<file path="src/rtl/rf_wb_arbiter_pkg.sv">
// Shared defaults for the register-file write-port arbiter: widths, queue depth,
// starvation limit, the register-0 index and the per-cycle source selector.
`ifndef RF_WB_ARBITER_PKG_SV
`define RF_WB_ARBITER_PKG_SV
package rf_wb_arbiter_pkg;
  localparam int DATA_W_DEF       = 32;
  localparam int ADDR_W_DEF       = 5;
  localparam int DEPTH_DEF        = 4;
  localparam int STARVE_LIMIT_DEF = 8;
  localparam int REG_ZERO         = 0;

  typedef enum logic [1:0] {
    SRC_NONE = 2'd0,
    SRC_PRI  = 2'd1,
    SRC_SEC  = 2'd2
  } src_e;
endpackage
`endif

</file>
<file path="src/rtl/rf_wb_fifo.sv">
// Synchronous FIFO for secondary writebacks; exposes per-entry valid/rd taps so
// the arbiter can report pending writes without draining the queue.
module rf_wb_fifo #(
  parameter int DEPTH  = 4,
  parameter int ADDR_W = 5,
  parameter int DATA_W = 32,
  localparam int PTR_W = $clog2(DEPTH),
  localparam int CNT_W = PTR_W + 1
) (
  input  logic                          clk,
  input  logic                          reset,
  input  logic                          push,
  input  logic [ADDR_W-1:0]             push_rd,
  input  logic [DATA_W-1:0]             push_data,
  input  logic                          pop,
  output logic [ADDR_W-1:0]             head_rd,
  output logic [DATA_W-1:0]             head_data,
  output logic [CNT_W-1:0]              count,
  output logic                          full,
  output logic                          empty,
  output logic [DEPTH-1:0]              ent_valid,
  output logic [DEPTH-1:0][ADDR_W-1:0]  ent_rd
);
  logic [DEPTH-1:0][ADDR_W-1:0] rd_mem;
  logic [DATA_W-1:0]            data_mem [DEPTH];
  logic [PTR_W-1:0]             wr_ptr;
  logic [PTR_W-1:0]             rd_ptr;
  logic                         do_push;
  logic                         do_pop;

  assign full      = (count == CNT_W'(DEPTH));
  assign empty     = (count == '0);
  assign do_push   = push & ~full;
  assign do_pop    = pop & ~empty;
  assign head_rd   = rd_mem[rd_ptr];
  assign head_data = data_mem[rd_ptr];
  assign ent_rd    = rd_mem;

  // Pointers wrap naturally because DEPTH is a power of two.
  always_ff @(posedge clk) begin
    if (reset) begin
      wr_ptr    <= '0;
      rd_ptr    <= '0;
      count     <= '0;
      ent_valid <= '0;
    end else begin
      if (do_push) begin
        wr_ptr            <= wr_ptr + PTR_W'(1);
        ent_valid[wr_ptr] <= 1'b1;
      end
      if (do_pop) begin
        rd_ptr            <= rd_ptr + PTR_W'(1);
        ent_valid[rd_ptr] <= 1'b0;
      end
      case ({do_push, do_pop})
        2'b10:   count <= count + CNT_W'(1);
        2'b01:   count <= count - CNT_W'(1);
        default: count <= count;
      endcase
    end
  end

  always_ff @(posedge clk) begin
    if (do_push) begin
      rd_mem[wr_ptr]   <= push_rd;
      data_mem[wr_ptr] <= push_data;
    end
  end
endmodule

</file>
<file path="src/rtl/rf_wb_arbiter.sv">
// Register-file write-port arbiter: primary WB wins unless the secondary queue
// starves; optional same-cycle forwarding is enabled with `define RF_WB_FWD_EN.
module rf_wb_arbiter
  import rf_wb_arbiter_pkg::*;
#(
  parameter int DATA_W       = DATA_W_DEF,
  parameter int ADDR_W       = ADDR_W_DEF,
  parameter int DEPTH        = DEPTH_DEF,
  parameter int STARVE_LIMIT = STARVE_LIMIT_DEF
) (
  input  logic              clk,
  input  logic              reset,
  input  logic              wb_valid,
  input  logic [ADDR_W-1:0] wb_rd,
  input  logic [DATA_W-1:0] wb_data,
  input  logic              sec_valid,
  output logic              sec_ready,
  input  logic [ADDR_W-1:0] sec_rd,
  input  logic [DATA_W-1:0] sec_data,
  output logic              stall_req,
  input  logic [ADDR_W-1:0] q_rs,
  input  logic [ADDR_W-1:0] q_rt,
  output logic              pend_rs,
  output logic              pend_rt,
  output logic              rf_write,
  output logic [ADDR_W-1:0] rf_rd,
  output logic [DATA_W-1:0] rf_data,
  output logic              fwd_hit,
  output logic [DATA_W-1:0] fwd_data
);
  localparam int CNT_W = $clog2(DEPTH) + 1;
  localparam int SC_W  = $clog2(STARVE_LIMIT + 1);
  localparam logic [ADDR_W-1:0] RZ = ADDR_W'(REG_ZERO);

  logic                         q_push;
  logic                         q_pop;
  logic [ADDR_W-1:0]            q_head_rd;
  logic [DATA_W-1:0]            q_head_data;
  logic [CNT_W-1:0]             q_count;
  logic                         q_full;
  logic                         q_empty;
  logic [DEPTH-1:0]             q_valid;
  logic [DEPTH-1:0][ADDR_W-1:0] q_rd;

  logic                         pri_ok;
  src_e                         sel;
  logic [SC_W-1:0]              starve_cnt;
  logic [SC_W-1:0]              starve_next;

  // Handshake: a secondary write transfers on a cycle where sec_valid & sec_ready;
  // sec_ready reflects only registered queue occupancy. rd==0 transfers are dropped.
  assign sec_ready = ~q_full;
  assign q_push    = sec_valid & sec_ready & (sec_rd != RZ);
  assign pri_ok    = wb_valid & (wb_rd != RZ);
  assign q_pop     = (sel == SRC_SEC);

  rf_wb_fifo #(
    .DEPTH  (DEPTH),
    .ADDR_W (ADDR_W),
    .DATA_W (DATA_W)
  ) u_fifo (
    .clk       (clk),
    .reset     (reset),
    .push      (q_push),
    .push_rd   (sec_rd),
    .push_data (sec_data),
    .pop       (q_pop),
    .head_rd   (q_head_rd),
    .head_data (q_head_data),
    .count     (q_count),
    .full      (q_full),
    .empty     (q_empty),
    .ent_valid (q_valid),
    .ent_rd    (q_rd)
  );

  // A raised stall_req hands the port to the queue even if the pipeline ignores it.
  always_comb begin
    sel = SRC_NONE;
    if (!q_empty && (stall_req || !pri_ok)) sel = SRC_SEC;
    else if (pri_ok)                         sel = SRC_PRI;
  end

  always_comb begin
    starve_next = starve_cnt;
    if (q_pop || q_count == '0)
      starve_next = '0;
    else if (sel == SRC_PRI && starve_cnt != SC_W'(STARVE_LIMIT))
      starve_next = starve_cnt + SC_W'(1);
  end

  always_ff @(posedge clk) begin
    if (reset) begin
      rf_write   <= 1'b0;
      rf_rd      <= '0;
      rf_data    <= '0;
      starve_cnt <= '0;
      stall_req  <= 1'b0;
    end else begin
      rf_write   <= (sel != SRC_NONE);
      starve_cnt <= starve_next;
      stall_req  <= (starve_next == SC_W'(STARVE_LIMIT));
      case (sel)
        SRC_PRI: begin
          rf_rd   <= wb_rd;
          rf_data <= wb_data;
        end
        SRC_SEC: begin
          rf_rd   <= q_head_rd;
          rf_data <= q_head_data;
        end
        default: ;
      endcase
    end
  end

  always_comb begin
    pend_rs = rf_write & (rf_rd == q_rs);
    pend_rt = rf_write & (rf_rd == q_rt);
    for (int i = 0; i < DEPTH; i++) begin
      if (q_valid[i] && q_rd[i] == q_rs) pend_rs = 1'b1;
      if (q_valid[i] && q_rd[i] == q_rt) pend_rt = 1'b1;
    end
    if (q_rs == RZ) pend_rs = 1'b0;
    if (q_rt == RZ) pend_rt = 1'b0;
  end

`ifdef RF_WB_FWD_EN
  assign fwd_hit  = rf_write & (rf_rd == q_rs) & (q_rs != RZ);
  assign fwd_data = rf_data;
`else
  assign fwd_hit  = 1'b0;
  assign fwd_data = '0;
`endif
endmodule

</file>
<file path="config.mk">
export PLATFORM = sky130hd
export DESIGN_NAME = rf_wb_arbiter
export DESIGN_NICKNAME = d
export VERILOG_FILES = /design/src/rtl/rf_wb_arbiter_pkg.sv /design/src/rtl/rf_wb_fifo.sv /design/src/rtl/rf_wb_arbiter.sv
export SDC_FILE = /design/constraint.sdc
export NUM_CORES = 1
export LEC_CHECK = 0
export ABC_AREA = 1
export BUFFER_PORTS_ARGS = -buffer_cell sky130_fd_sc_hd__buf_2
export CORE_ASPECT_RATIO = 1.25
export CORE_MARGIN = 10
export CORE_UTILIZATION = 45
export DETAILED_ROUTE_END_ITERATION = 8
export GPL_ROUTABILITY_DRIVEN = 0
export PLACE_DENSITY = 0.68
export SETUP_SLACK_MARGIN = 0.2
export SLEW_MARGIN = 20
export SYNTH_ARGS = -nofsm -noshare
export SYNTH_HDL_FRONTEND = slang
export SYNTH_HIERARCHICAL = 1
export SYNTH_SLANG_ARGS = --single-unit
</file>
<file path="constraint.sdc">
create_clock -name clk -period 2.7 [get_ports clk]
set_clock_uncertainty 0.1 [all_clocks]
set_input_delay 0.135 -clock clk [delete_from_list [all_inputs] [get_ports clk]]
set_output_delay 0.135 -clock clk [all_outputs]
set_load 0.005 [all_outputs]
</file>
Word-level counts from Yosys, hierarchy flattened
Memories as Yosys holds them, arrays and structs flattened. A register that Yosys moved wholly into a read port is not among the register bits.
Cells that the tools add are included.
{"block": "op_classes", "n_mux": 33, "n_addsub": 5, "n_bitwise": 12, "n_reduce_logical": 24, "n_eq_ne": 17, "order_cmp": 4}
{"operator": "$pmux 32 s2", "n": 1}
{"operator": "$eq 5x5->1", "n": 10}
{"operator": "$bwmux 20", "n": 1}
{"operator": "$mux 4", "n": 5}
{"operator": "$mux 1", "n": 15}
{"operator": "$logic_and 1x1->1", "n": 12}
{"operator": "$bmux 5 s2", "n": 1}
{"operator": "$demux 5 s2", "n": 1}
{"operator": "$logic_not 5->1", "n": 2}
{"operator": "$mux 5", "n": 2}
{"operator": "$pmux 5 s2", "n": 1}
{"operator": "$reduce_bool 5->1", "n": 2}
{"operator": "$and 1x1->1", "n": 7}
{"operator": "$lt 2x3->1 const B", "n": 2}
{"operator": "$mux 2", "n": 3}
{"operator": "$pmux 3 s2", "n": 1}
{"operator": "$reduce_bool 2->1", "n": 3}
{"operator": "$add 2x1->2 const B", "n": 2}
{"operator": "$add 4x1->4 const B", "n": 1}
{"operator": "$and 4x4->4", "n": 1}
{"operator": "$demux 1 s2", "n": 2}
{"operator": "$eq 2x1->1 const B", "n": 2}
{"operator": "$eq 2x2->1 const B", "n": 2}
{"operator": "$eq 4x4->1 const B", "n": 1}
{"operator": "other kinds (11)", "n": 15}
{"block": "word_totals", "in_bits": 88, "ff_bits": 74, "output_inout_bits": 75, "word_cells": 109, "mem_count": 1, "ramBits": 128}
{"name": "u_fifo.data_mem", "words": 4, "width": 32, "read_ports": 1, "rd_ports_with_merged_regs": 1, "write_ports": 1, "line_no": "rf_wb_fifo.sv:25", "rtl": "logic [DATA_W-1:0] data_mem [DEPTH];"}

Depth between registers and ports, before layout
Gate-level depths: netlist (run 1).
{"block": "depth", "ltp_word": 11, "mapped_depth": 20, "mapped_depth_nobuf": 17}

By module
Netlist (run 1), hierarchy kept.
{"module": "rf_wb_fifo", "n_inst": 1, "cells_per_inst": 457, "seq_area_each_um2": 4704.5, "area_each_um2": 6213.5}
{"module": "rf_wb_arbiter", "n_inst": 1, "cells_per_inst": 436, "seq_area_each_um2": 860.8, "area_each_um2": 2935.3}

Worst setup path after synthesis (run 1)
OpenSTA, ideal clock, no wires.
{"block": "synth_path", "path_kind": "reg2reg", "startpoint": "register u_fifo.count[2]", "endpoint": "register u_fifo.count[2]", "setup_time_ns": 0.113, "path_slack_ns": 0.068, "stages_incl_launch_ff": 21, "arrival_time_ns": 2.419, "cell_sequence": "dfxtp_1 -> inv_2 -> nand2_2 -> inv_2 -> inv_1 -> nand2_4 -> inv_2 -> buf_6 -> buf_6 -> clkbuf_1 -> inv_1 -> nor2_1 -> ha_1 -> inv_2 -> fa_1 -> inv_1 -> nand2_1 -> nand3_1 -> nand2_1 -> nand2_1 -> nor2_1"}
{"block": "synth_between", "elab_chain_cells": 8, "word_cells_on_any_way": 18, "classes_between": "add/sub: 2; eq/ne: 4; mux: 2; bitwise: 6; reduce/logical: 4"}
{"item": "start: declaration", "line_no": "rf_wb_fifo.sv:18", "rtl": "output logic [CNT_W-1:0] count,"}
{"item": "start signal: assignment", "line_no": "rf_wb_fifo.sv:56", "rtl": "2'b10: count <= count + CNT_W'(1);"}
{"item": "start signal: assignment", "line_no": "rf_wb_fifo.sv:57", "rtl": "2'b01: count <= count - CNT_W'(1);"}
{"item": "start signal: assignment", "line_no": "rf_wb_fifo.sv:58", "rtl": "default: count <= count;"}
{"item": "$logic_not 3->1 (*)", "line_no": "rf_wb_fifo.sv:32", "rtl": "assign empty = (count == '0);"}
{"item": "named net q_empty", "line_no": "rf_wb_arbiter.sv:41", "rtl": "logic q_empty;"}
{"item": "$logic_not 1->1 (*)", "line_no": "rf_wb_arbiter.sv:80", "rtl": "if (!q_empty && (stall_req || !pri_ok)) sel = SRC_SEC;"}
{"item": "$logic_and 1x1->1 (*)", "line_no": "rf_wb_arbiter.sv:80"}
{"item": "$mux 2 (*)", "line_no": "rf_wb_arbiter.sv:80"}
{"item": "$eq 2x2->1 (*)", "line_no": "rf_wb_arbiter.sv:55", "rtl": "assign q_pop = (sel == SRC_SEC);"}
{"item": "named net q_pop", "line_no": "rf_wb_arbiter.sv:36", "rtl": "logic q_pop;"}
{"item": "$and 1x1->1 (*)", "line_no": "rf_wb_fifo.sv:34", "rtl": "assign do_pop = pop & ~empty;"}
{"item": "$eq 2x1->1 / $eq 2x2->1 (equally long branches)", "line_no": "rf_wb_fifo.sv:55", "rtl": "case ({do_push, do_pop})"}
{"item": "$pmux 3 s2 / $reduce_bool 2->1 (equally long branches)"}
The timed path passes the listed nets; every way through them passes the cells marked *.
A chain may end at the register's enable or synchronous reset.

Final worst setup path (run 1)
{"block": "layout_path", "startpoint": "input sec_rd[2]", "endpoint": "register u_fifo.count[2]"}
{"block": "layout_between", "elab_chain_cells": 5, "word_cells_on_any_way": 7, "classes_between": "eq/ne: 2; mux: 1; bitwise: 2; reduce/logical: 2"}
{"item": "start: declaration", "line_no": "rf_wb_arbiter.sv:18", "rtl": "input logic [ADDR_W-1:0] sec_rd,"}
{"item": "$reduce_bool 5->1 (*)", "line_no": "rf_wb_arbiter.sv:53", "rtl": "assign q_push = sec_valid & sec_ready & (sec_rd != RZ);"}
{"item": "$and 1x1->1 (*)", "line_no": "rf_wb_arbiter.sv:53"}
{"item": "named net q_push", "line_no": "rf_wb_arbiter.sv:35", "rtl": "logic q_push;"}
{"item": "$and 1x1->1 (*)", "line_no": "rf_wb_fifo.sv:33", "rtl": "assign do_push = push & ~full;"}
{"item": "$eq 2x1->1 / $eq 2x2->1 (equally long branches)", "line_no": "rf_wb_fifo.sv:55"}
{"item": "$pmux 3 s2 / $reduce_bool 2->1 (equally long branches)"}
Marked as above.

==> summary.txt, run 1 <==
Timing
  • Fin crit period: ~2.4 ns
  • Worst slew pin tran: 0.544 ns
  • Final worst slack: approximately 0.33 ns
  • Final setup violation count: 0
  • Hold Vio Cnt, Final: 1
  • Slew margin rel.: 0.637
  • RSZ-0062 raised after global routing: false
  • Final TNS setup: 0 ns
  • Fin crit share: 0.877
  • Slew Limit Fails: 0
  • Hold_ws: -0.00698 ns
  • Achievable Freq: 0.423 GHz

GRT
  • All-Layer GR Usage: 0.175
  • First-pass GRT wire length: ~38000 um
  • Initial antenna violation count: 0
  • Vias in the first global route: roughly 7200
  • Total congestion overflow: 0
  • Largest net degree at the start of global routing: 65

Layout
  • Ant diodes: 0
  • Ratio of cells with drive above 1 in the final layout: 0.186
  • Final nets: 1189
  • Layout Cells excl Fill: 1373
  • Fillers: 1708
  • Layout area overhead: 24.3%

Routing
  • Routed len/inst: roughly 17 um
  • Antenna Nets Post-Route: 0
  • Drt pass-1 iters: 5
  • Drt via density: 5.21
  • Routed vias: 7150
  • DRT iter0 DRCs: 501
  • Wirelength, routed: 24000 um
  • DRC: 0

Yosys
  • Sequential share of the synthesized area: 0.608
  • Count of cell types in the netlist: 40
  • Most common cell in the synthesized netlist: nor2_1
  • Synth top area cells: edfxtp_1 49%, dfxtp_1 12%, nor2_1 6.2%, o21ai_1 4.0%, o22ai_1 3.8%
  • Synth Flop Type: edfxtp_1
  • Cells after Synth: between 800 and 900
  • Register bit total from synthesis: just over 200
  • Most common library cells after synthesis: 150 x nor2_1, 148 x edfxtp_1, 73 x o21ai_1
  • Post-synthesis async set-or-reset flop share: 0
  • Syn Area/Cell: ~10 um2
  • Netlist Area Pre-Place: 9150 um2
  • Area fraction of the dominant cell type after synthesis: 0.486
  • Post-synth EDFFs: 148
  • Synth area leader: edfxtp_1
  • Ys Warns: 6

Outcome
  • Failing checks: negative hold slack
  • Outcome: complete, but fails checks

Hold path
  • Worst Hold End: u_fifo/wr_ptr[1]
  • Worst min path class: input port to flop
  • Worst hold path startpoint: sec_valid
  • Hold Path Stages: 5

Clock network
  • Clock insertion delay at the later pin of the skew report: between 0.4 and 0.5 ns
  • Postcts setup bufs: 0
  • Clk slew on worst S/H paths: 0.06 ns
  • Clock root buffer: clkbuf_16
  • Clock tree buffer depth: 3
  • H-tree Lvls: 1
  • CTS Buf Count: 21
  • Sink Count: 204
  • TritonCTS clock tree: yes

Die
  • Die width: approximately 150 um
  • Rows: 58
  • Die Y: 179 um
  • CORE AREA: 20000 um2
  • Total die area: approximately 26000 um2
  • Initial Utilization: 0.457
  • Total I/O pin count: 163

Power
  • Switching power: 3270 uW
  • Power density cells: 871 nW/um2
  • Int Power: 6640 uW
  • Switching Share: 0.330
  • Peak supply drop: 0.470 mV
  • Leak: about 0.0046 uW
  • Design Power: 9900 uW
  • Flop pwr share: 0.422
  • Clk network pwr share: 0.293
  • Combinational Power Share: 0.285

Critical path
  • Crit Path Class: input port to flop
  • CP dominant cell by count: nand2_1
  • Crit-path max FO: 7
  • Arrival @ worst endpoint: around 2.7 ns
  • CP cell instances: dlygate4sd3_1 -> buf_2 -> or3_1 -> o311ai_2 -> inv_2 -> nand2_2 -> ha_1 -> inv_2 -> fa_1 -> inv_1 -> nand2_1 -> nand3_1 -> nand2_1 -> nand2_1 -> nor2_1
  • Reg-to-reg setup timing slack: 0.39 ns
  • Worst Reg-to-Reg Cells: 17
  • CP max-delay cell: dlygate4sd3_1
  • Crit path required time: 2.99 ns
  • CP Capture Type: flop
  • Worst r2r src: u_fifo/count[2]
  • Worst setup SP type: input port
  • CP peak stage delay: 0.53 ns
  • RR Endpoint: u_fifo/count[2]

Flow run
  • Max_cap viols: 0

Place
  • HPWL Detailed: 15900 um
  • Total placed cells including tap cells: 1261
  • Port-buffer cells: 129
  • Placement Setup Slack: 0.244 ns
[power by group through the flow]
stage / Sequential, uW / Clock (uW) / Combinational [uW]
finish: 4180 / 2900 / 2820
global route: 4240 / 3060 / 3160
CTS: 4180 / 2950 / 2830
detailed placement: 4240 / 0 / 2730
global placement: 4230 / 0 / 2690
floorplan: 4170 / 0 / 1920
[routing by layer]
metal	GRT usage	wire length, um	vias up
met1	0.207	9520	3398
li1	-	-	3455
met3	0.0339	1660	40
met4	0.0631	588	0
met2	0.308	12200	257
met5	0	0	-
[worst max-delay path, delay by kind of cell]
family,cells,cell delay (ns)
buffers and inverters,5,0.92
AOI/OAI and AO/OA,1,0.26
and+or+nand+nor,7,0.79
adders and majority gates,2,0.56
[sequential cells by signal, indices dropped and copies added (netlist names), 2 cells and up, named ones only]
name	flops
u_fifo/wr_ptr	2
u_fifo/ent_valid	4
starve_cnt	4
rf_data	32
rf_rd	5
u_fifo/rd_ptr	2
u_fifo/ent_rd	20
u_fifo/data_mem	128
u_fifo/count	3
[kinds of logic after synthesis]
| group | count (synthesis) | synth area share |
|---|---|---|
| other | 1 | 0.000410 |
| AND/OR/NAND/NOR | 294 | 0.136 |
| flip-flops | 204 | 0.608 |
| AO/OA/AOI/OAI | 222 | 0.136 |
| adder cells (fa/ha/maj) | 12 | 0.0172 |
| buffers and inverters | 144 | 0.0858 |
| XOR/XNOR | 16 | 0.0153 |
[area by class of cell]
cell class / instances / area (um2) / share of cell area
Multi-Input combinational cell: 577 / 2930 / 0.257
Tap cell: 270 / 338 / 0.0297
Inverter: 68 / 262 / 0.0230
Timing Repair Buffer: 217 / 1580 / 0.139
Clock buffer: 30 / 579 / 0.0510
Sequential cell: 204 / 5570 / 0.490
Clock inverter: 7 / 116 / 0.0102
[how the worst max path moves through the flow]
stage	start	end	slack [ns]
floorplan	u_fifo/count[2]	u_fifo/count[2]	0.22
global route	sec_rd[2]	u_fifo/count[2]	0.19
global placement	sec_rd[3]	u_fifo/count[2]	0.32
CTS	sec_rd[2]	u_fifo/count[2]	0.22
detailed placement	sec_rd[3]	u_fifo/count[2]	0.24
finish	sec_rd[2]	u_fifo/count[2]	0.33
[repair_timing]
action / 4_1_cts / 5_1_grt
hold buffers: 75 / 0
hold endpoints to repair: 199 / 0
setup endpoints to repair: 0 / 2
gates resized for setup: 0 / 3
[cell usage in the layout, fill, tap and decap left out, drive strengths merged]
cell         instances
nor2               152
edfxtp             148
buf                142
o21ai              125
dlygate4sd3         75
nand2               67
inv                 67
nand3               64
dfxtp               56
o22ai               55
conb                33
clkbuf              30
a21oi               25
xor2                13
o31ai               11
ha                  11
nor3                 5
clkinv               5
nand4                4
xnor2                3
bufinv               3
a221oi               2
or3                  1
o311ai               1
a21boi               1
o2111ai              1
o211ai               1
nand3b               1
fa                   1
[through the flow]
stage	util	cell area [um2]
final	0.568	11400
after global routing	0.568	11400
after CTS	0.567	11400
after detailed placement	0.495	9920
after global placement	0.495	9920
after floorplan	-	9270
Note: power is estimated with default switching activity, not from simulation.
==> inputs of run 2 (changes only) <==
--- a/config.mk
+++ b/config.mk
@@ -5,7 +5,6 @@
 export SDC_FILE = /design/constraint.sdc
 export NUM_CORES = 1
 export LEC_CHECK = 0
-export ABC_AREA = 1
 export BUFFER_PORTS_ARGS = -buffer_cell sky130_fd_sc_hd__buf_2
 export CORE_ASPECT_RATIO = 1.25
 export CORE_MARGIN = 10
==> summary.txt, run 2 <==
Outcome
  • Outcome: finished, final reports clean

Yosys
  • Sequential share of the synthesized area: 0.628 (+0.0192)
  • Cells after Synth: 562 (-37%)
  • Post-synthesis async set-or-reset flop share: 0 (unchanged)
  • Count of cell types in the netlist: 53 (+33%)
  • Netlist Area Pre-Place: 8870 um2 (-3.1%)
  • Synth Flop Type: edfxtp_1
  • Synth area leader: edfxtp_1
  • Synth top area cells: edfxtp_1 50%, dfxtp_1 13%, mux4_2 9.4%, mux2i_1 4.3%, xor2_1 4.2%
  • Most common library cells after synthesis: 148 x edfxtp_1, 56 x dfxtp_1, 43 x xor2_1
  • Post-synth EDFFs: 148 (unchanged)
  • Most common cell in the synthesized netlist: edfxtp_1
  • Syn Area/Cell: 15.8 um2 (+54%)
  • Ys Warns: 6 (unchanged)
  • Area fraction of the dominant cell type after synthesis: 0.501 (+0.0154)
  • Register bit total from synthesis: 204 (unchanged)

Timing
  • Slew margin rel.: 0.649 (+0.0116)
  • Fin crit share: 0.929 (+0.0523)
  • Fin crit period: 2.51 ns (+0.141 ns)
  • Final TNS setup: 0 ns (unchanged)
  • Hold_ws: 0.0545 ns (+0.0615 ns)
  • Hold Vio Cnt, Final: 0 (-1)
  • Final worst slack: 0.192 ns (-0.141 ns)
  • RSZ-0062 raised after global routing: true
  • Worst slew pin tran: 0.527 ns (-0.0175 ns)
  • Achievable Freq: 0.399 GHz (-5.6%)
  • Slew Limit Fails: 0 (unchanged)
  • Final setup violation count: 0 (unchanged)

Routing
  • Drt pass-1 iters: 6 (+1)
  • DRT iter0 DRCs: 220 (-56%)
  • Drt via density: 5.18 (-0.55%)
  • DRC: 0 (unchanged)
  • Antenna Nets Post-Route: 0 (unchanged)
  • Routed vias: 5505 (-23%)
  • Routed len/inst: 19.6 um (+12%)
  • Wirelength, routed: 20800 um (-13%)

Layout
  • Layout Cells excl Fill: 1063 (-23%)
  • Layout area overhead: 27.8%
  • Highest-count cells in the layout ignoring fill and taps: 148 x edfxtp_1, 129 x buf_2, 74 x dlygate4sd3_1
  • Biggest register: u_fifo/data_mem
  • Largest register FFs: 128 (unchanged)
  • Most common cell after layout, fill and taps aside: edfxtp_1
  • Final nets: 883 (-26%)
  • Ratio of cells with drive above 1 in the final layout: 0.327 (+0.142)

Place
  • HPWL Detailed: 14200 um (-11%)
  • Total placed cells including tap cells: 938 (-26%)
  • Placement Setup Slack: 0.0461 ns (-0.198 ns)
  • Port-buffer cells: 129 (unchanged)

Power
  • Leak: 0.00438 uW (-4.0%)
  • Combinational Power Share: 0.262 (-0.023)
  • Clk network pwr share: 0.292 (about the same)
  • Flop pwr share: 0.446 (+0.024)
  • Switching power: 2610 uW (-20%)
  • Power density cells: 821 nW/um2 (-5.8%)
  • Switching Share: 0.281 (-0.0488)
  • Int Power: 6690 uW (+0.73%)
  • Peak supply drop: 0.536 mV (+14%)

Die
  • Total I/O pin count: 163 (unchanged)
  • Die width: 146 um (-1.3%)
  • Initial Utilization: 0.457 (about the same)
  • Total die area: 25800 um2 (-2.7%)
  • Die Y: 177 um (-1.4%)
  • Rows: 57 (-1.7%)
  • CORE AREA: 19400 um2 (-3.1%)

Clock network
  • Clk slew on worst S/H paths: 0.06 ns (about the same)
  • CTS Buf Count: 20 (-4.8%)
  • TritonCTS clock tree: yes
  • Clock insertion delay at the later pin of the skew report: 0.48 ns (about the same)
  • Clock root buffer: clkbuf_16
  • Clock tree buffer depth: 3 (unchanged)
  • H-tree Lvls: 1 (unchanged)
  • Sink Count: 204 (unchanged)

Critical path
  • CP Capture Type: flop
  • Reg-to-reg setup timing slack: 0.19 ns (-0.20 ns)
  • Worst r2r src: u_fifo/count[1]
  • Crit path required time: 3.01 ns (+0.02 ns)
  • Worst Reg-to-Reg Cells: 13 (-4)
  • Arrival @ worst endpoint: 2.81 ns (+0.15 ns)
  • Crit-path max FO: 5 (-2)
  • Worst setup SP type: flop
  • Crit Path Class: flop to flop
  • RR Endpoint: u_fifo/count[1]

GRT
  • Initial antenna violation count: 0 (unchanged)
  • First-pass GRT wire length: 32400 um (-15%)
  • Vias in the first global route: 6038 (-16%)
  • Largest net degree at the start of global routing: 33 (-49%)
  • All-Layer GR Usage: 0.155 (-0.0203)
  • Total congestion overflow: 0 (unchanged)

Hold path
  • Worst min path class: input port to flop
  • Worst Hold End: rf_rd[4]
  • Hold Path Stages: 3 (-2)
  • Worst hold path startpoint: wb_rd[4]

Flow run
  • Max_cap viols: 0 (unchanged)
-- run 2: logic make-up (layout without fill, tap and decap cells) --
| kind of cell | count (synthesis) | in the layout | synth area share |
|---|---|---|---|
| compound gates | 67 | 67 | 0.0648 |
| xor+xnor | 56 | 56 | 0.0553 |
| fa+ha+maj | 12 | 12 | 0.0178 |
| buf+inv | 81 | 284 | 0.0536 |
| flops | 204 | 204 | 0.628 |
| mux | 76 | 76 | 0.139 |
| other cells | 1 | 34 | 0.000423 |
| simple gates | 65 | 65 | 0.0420 |
-- run 2: timing repair --
item,in CTS,in global routing
setup endpoints to repair,24,27
buffers inserted,6,8
endpoints found under the hold margin,189,0
gates resized for setup,6,6
hold buffers,74,0
pin swaps,3,10
-- run 2: how the worst max path moves through the flow --
| stage | to | slack [ns] | from | cells after the start |
|---|---|---|---|---|
| 6_report | u_fifo/count[1] | 0.19 | u_fifo/count[1] | 13 |
| 5_1_grt | u_fifo/count[1] | 0.10 | u_fifo/count[1] | 13 |
| 4_1_cts | stall_req | 0.20 | u_fifo/count[1] | 8 |
| 3_5_place_dp | rf_rd[4] | 0.05 | u_fifo/count[2] | 7 |
| 3_3_place_gp | rf_rd[3] | 0.15 | u_fifo/count[2] | 7 |
| 2_1_floorplan | u_fifo/count[2] | 0.21 | u_fifo/count[0] | 14 |
-- run 2: metrics by stage --
stage / util / power (uW) / instance area [um2]
after floorplan: - / 5630 / 9040
after global placement: 0.503 / 6280 / 9760
after detailed placement: 0.503 / 6380 / 9760
after CTS: 0.578 / 9260 / 11200
after global routing: 0.584 / 9750 / 11300
final: 0.584 / 9300 / 11300
-- run 2: cell type report --
cell class,instances,area [um2]
repair buffers,234,1680
diodes,1,2.50
clock buffers,29,576
fillers,1529,8070
flip-flops and latches,204,5580
clock inverters,7,71.3
inverters,14,52.6
multi-input cells,309,3030
well taps,265,332
-- run 2: worst max-delay path: stages (launching register included) --
cell	delay, ns
dfxtp_4	0.36
buf_6	0.12
nor3_4	0.20
buf_12	0.15
nor3_4	0.04
a211oi_4	0.33
inv_2	0.06
o31a_4	0.13
ha_4	0.17
inv_2	0.05
fa_2	0.42
nor2_1	0.12
a21oi_1	0.06
nor2_1	0.12
-- run 2: power by group through the flow --
| stage | sequential (uW) | clock [uW] | combinational, uW |
|---|---|---|---|
| after floorplan | 4150 | 0 | 1480 |
| after global placement | 4180 | 0 | 2100 |
| after detailed placement | 4210 | 0 | 2170 |
| after CTS | 4150 | 2790 | 2330 |
| after global routing | 4200 | 2900 | 2650 |
| final | 4150 | 2710 | 2440 |
-- run 2: metal layers --
layer | vias up | global-route usage | wire, um | share of wire
met5 | - | 0 | 0 | 0
met4 | 0 | 0.0422 | 352 | 0.017
met3 | 31 | 0.0315 | 952 | 0.046
met2 | 139 | 0.295 | 11500 | 0.55
met1 | 2796 | 0.171 | 8000 | 0.38
li1 | 2539 | - | - | -
==> inputs of run 3 (changes only) <==
--- a/config.mk
+++ b/config.mk
@@ -8,10 +8,10 @@
 export BUFFER_PORTS_ARGS = -buffer_cell sky130_fd_sc_hd__buf_2
 export CORE_ASPECT_RATIO = 1.25
 export CORE_MARGIN = 10
-export CORE_UTILIZATION = 45
+export CORE_UTILIZATION = 35
 export DETAILED_ROUTE_END_ITERATION = 8
 export GPL_ROUTABILITY_DRIVEN = 0
-export PLACE_DENSITY = 0.68
+export PLACE_DENSITY = 0.55
 export SETUP_SLACK_MARGIN = 0.2
 export SLEW_MARGIN = 20
 export SYNTH_ARGS = -nofsm -noshare
==> summary.txt, run 3 (same netlist as run 2, synthesis figures left out) <==
Layout
  • Final core utilization: 0.451 (-0.133)
  • Biggest register: u_fifo/data_mem
  • Fillers: 2237 (+46%)
  • Ratio of cells with drive above 1 in the final layout: 0.329 (+0.00124)
  • Most common cell after layout, fill and taps aside: edfxtp_1
  • Layout Cells excl Fill: 1129 (+6.2%)
  • Multi-input logic area: 3010 um2 (-0.66%)
  • Ant diodes: 0 (-1)
  • Storage cell area: 5580 um2 (about the same)
  • Highest-count cells in the layout ignoring fill and taps: 148 x edfxtp_1, 129 x buf_2, 75 x dlygate4sd3_1
  • Final nets: 880 (-0.34%)
  • Largest register FFs: 128 (unchanged)
  • Layout area overhead: 27.9% (about the same)

Power
  • Flop pwr share: 0.449 (+0.003)
  • Int Power: 6590 uW (-1.4%)
  • Switching power: 2650 uW (+1.6%)
  • Power density cells: 815 nW/um2 (-0.68%)
  • Design Power: 9250 uW (-0.58%)
  • Switching Share: 0.287 (+0.00614)
  • Peak supply drop: 0.453 mV (-16%)
  • Combinational Power Share: 0.252 (-0.010)
  • Leak: 0.00434 uW (-0.82%)
  • Clk network pwr share: 0.300 (+0.008)

Critical path
  • Crit-path max FO: 6 (+1)
  • CP delay by family, top: simple AND/OR/NAND/NOR gates
  • Arrival @ worst endpoint: 2.80 ns (about the same)
  • Crit path required time: 3.01 ns (about the same)
  • Stages on the worst setup path: 12 (-1)
  • CP dominant cell by count: inv_2
  • Worst Reg-to-Reg Cells: 12 (-1)
  • CP Capture Type: flop
  • CP cell instances: or3b_4 -> inv_2 -> inv_1 -> o311a_4 -> and2_4 -> inv_2 -> ha_4 -> inv_2 -> fa_2 -> xor2_1 -> or3_4 -> a21oi_2
  • CP max-delay cell: or3b_4
  • Crit Path Class: flop to flop
  • Crit path buf inv count: 4 (unchanged)
  • Worst setup SP type: flop
  • CP peak stage delay: 0.40 ns (-0.02 ns)

Timing
  • Fin crit share: 0.921 (-0.00735)
  • Final TNS setup: 0 ns (unchanged)
  • Slew margin rel.: 0.544 (-0.104)
  • Slew Limit Fails: 0 (unchanged)
  • Final setup violation count: 0 (unchanged)
  • Achievable Freq: 0.402 GHz (+0.80%)
  • Hold Vio Cnt, Final: 0 (unchanged)
  • Fin crit period: 2.49 ns (-0.0198 ns)
  • Worst slew pin tran: 0.684 ns (+0.157 ns)
  • RSZ-0062 raised after global routing: true

Clock network
  • CTS Buf Count: 21 (+5.0%)
  • Sink Count: 204 (unchanged)
  • H-tree Lvls: 1 (unchanged)
  • Clock insertion delay at the later pin of the skew report: 0.49 ns (about the same)
  • Clk slew on worst S/H paths: 0.06 ns (about the same)
  • Clock tree buffer depth: 3 (unchanged)
  • TritonCTS clock tree: yes
  • Clock root buffer: clkbuf_16

Place
  • Port-buffer cells: 129 (unchanged)
  • Total placed cells including tap cells: 1009 (+7.6%)
  • HPWL Detailed: 14600 um (+2.8%)

GRT
  • First-pass GRT wire length: 33000 um (+2.0%)
  • Vias in the first global route: 6047 (+0.15%)
  • All-Layer GR Usage: 0.129 (-0.0263)
  • Largest net degree at the start of global routing: 33 (unchanged)
  • Total congestion overflow: 0 (unchanged)
  • Initial antenna violation count: 0 (unchanged)

Routing
  • Drt via density: 4.81 (-7.2%)
  • DRT iter0 DRCs: 315 (+43%)
  • Drt pass-1 iters: 4 (-2)
  • Antenna Nets Post-Route: 0 (unchanged)
  • Routed len/inst: 18.8 um (-3.9%)
  • DRC: 0 (unchanged)
  • Routed vias: 5427 (-1.4%)
  • Wirelength, routed: 21200 um (+2.0%)

Die
  • Rows: 65 (+14%)
  • CORE AREA: 25100 um2 (+30%)
  • Total I/O pin count: 163 (unchanged)
  • Total die area: 32100 um2 (+25%)
  • Die Y: 198 um (+12%)
  • Die width: 162 um (+12%)
  • Initial Utilization: 0.353 (-0.104)

Hold path
  • Worst min path class: input port to flop
  • Hold Path Stages: 4 (+1)

Outcome
  • Outcome: finished, final reports clean

Flow run
  • Max_cap viols: 0 (unchanged)
==> run 3: cell count changes in the layout (fill, tap and decap cells not counted), sizes merged <==
cell,change
diode,-1
clkbuf,-6
dlygate4sd3,+1
clkinvlp,+2
inv,+2
buf,-5
clkinv,+3
==> run 3: stage by stage <==
stage / setup slack (ns) / instance area, um2 / hold slack, ns
after global routing: 0.139 / 11300 / 0.0324
final: 0.212 / 11300 / 0.0179
after detailed placement: 0.0656 / 9840 / 0.253
after global placement: 0.159 / 9840 / 0.246
after floorplan: 0.208 / 9040 / 0.108
after CTS: 0.175 / 11300 / 0.0510
==> run 3: layout make-up <==
| type | count | area share |
|---|---|---|
| sequential | 204 | 0.492 |
| multi-input combinational | 309 | 0.266 |
| timing repair buffer | 230 | 0.142 |
| clock buffer | 23 | 0.0479 |
| tap | 335 | 0.0370 |
| clock inverter | 14 | 0.0110 |
| inverter | 14 | 0.00463 |
==> run 3: layer usage <==
| layer | routed length [um] | global-route usage | up-vias | share of wire |
|---|---|---|---|---|
| li1 | - | - | 2532 | - |
| met1 | 8510 | 0.149 | 2675 | 0.40 |
| met2 | 10900 | 0.227 | 179 | 0.51 |
| met3 | 1240 | 0.0291 | 41 | 0.058 |
| met4 | 566 | 0.0452 | 0 | 0.027 |
| met5 | 0 | 0 | - | 0 |
==> run 3: power groups by stage <==
stage	sequential, uW	combinational (uW)	clock [uW]
2_1_floorplan	4150	1480	0
6_report	4150	2330	2770
3_5_place_dp	4220	2190	0
3_3_place_gp	4190	2140	0
5_1_grt	4200	2550	2980
4_1_cts	4150	2320	2860
==> run 3: repair_timing <==
action                                  CTS  global route
setup buffers                             6             2
pin swaps                                 5             1
endpoints found under the hold margin   190             0
gates resized for setup                   3             3
hold buffers                             75             0
endpoints found under the setup margin    1             3
==> run 3: path summary, 6_finish.rpt <==
check                                startpoint               end  slack [ns]
worst max-delay path            u_fifo/count[2]   u_fifo/count[2]        0.21
worst min-delay path                  sec_valid  u_fifo/wr_ptr[1]        0.02
worst max register to register  u_fifo/count[2]   u_fifo/count[2]        0.21
worst min register to register       rf_data[4]        rf_data[4]        0.36
==> run 3: worst min-delay path: stages <==
cell and delay [ns]:
buf_2 0.11, o311a_4 0.14, nand4b_1 0.09, o31ai_1 0.07
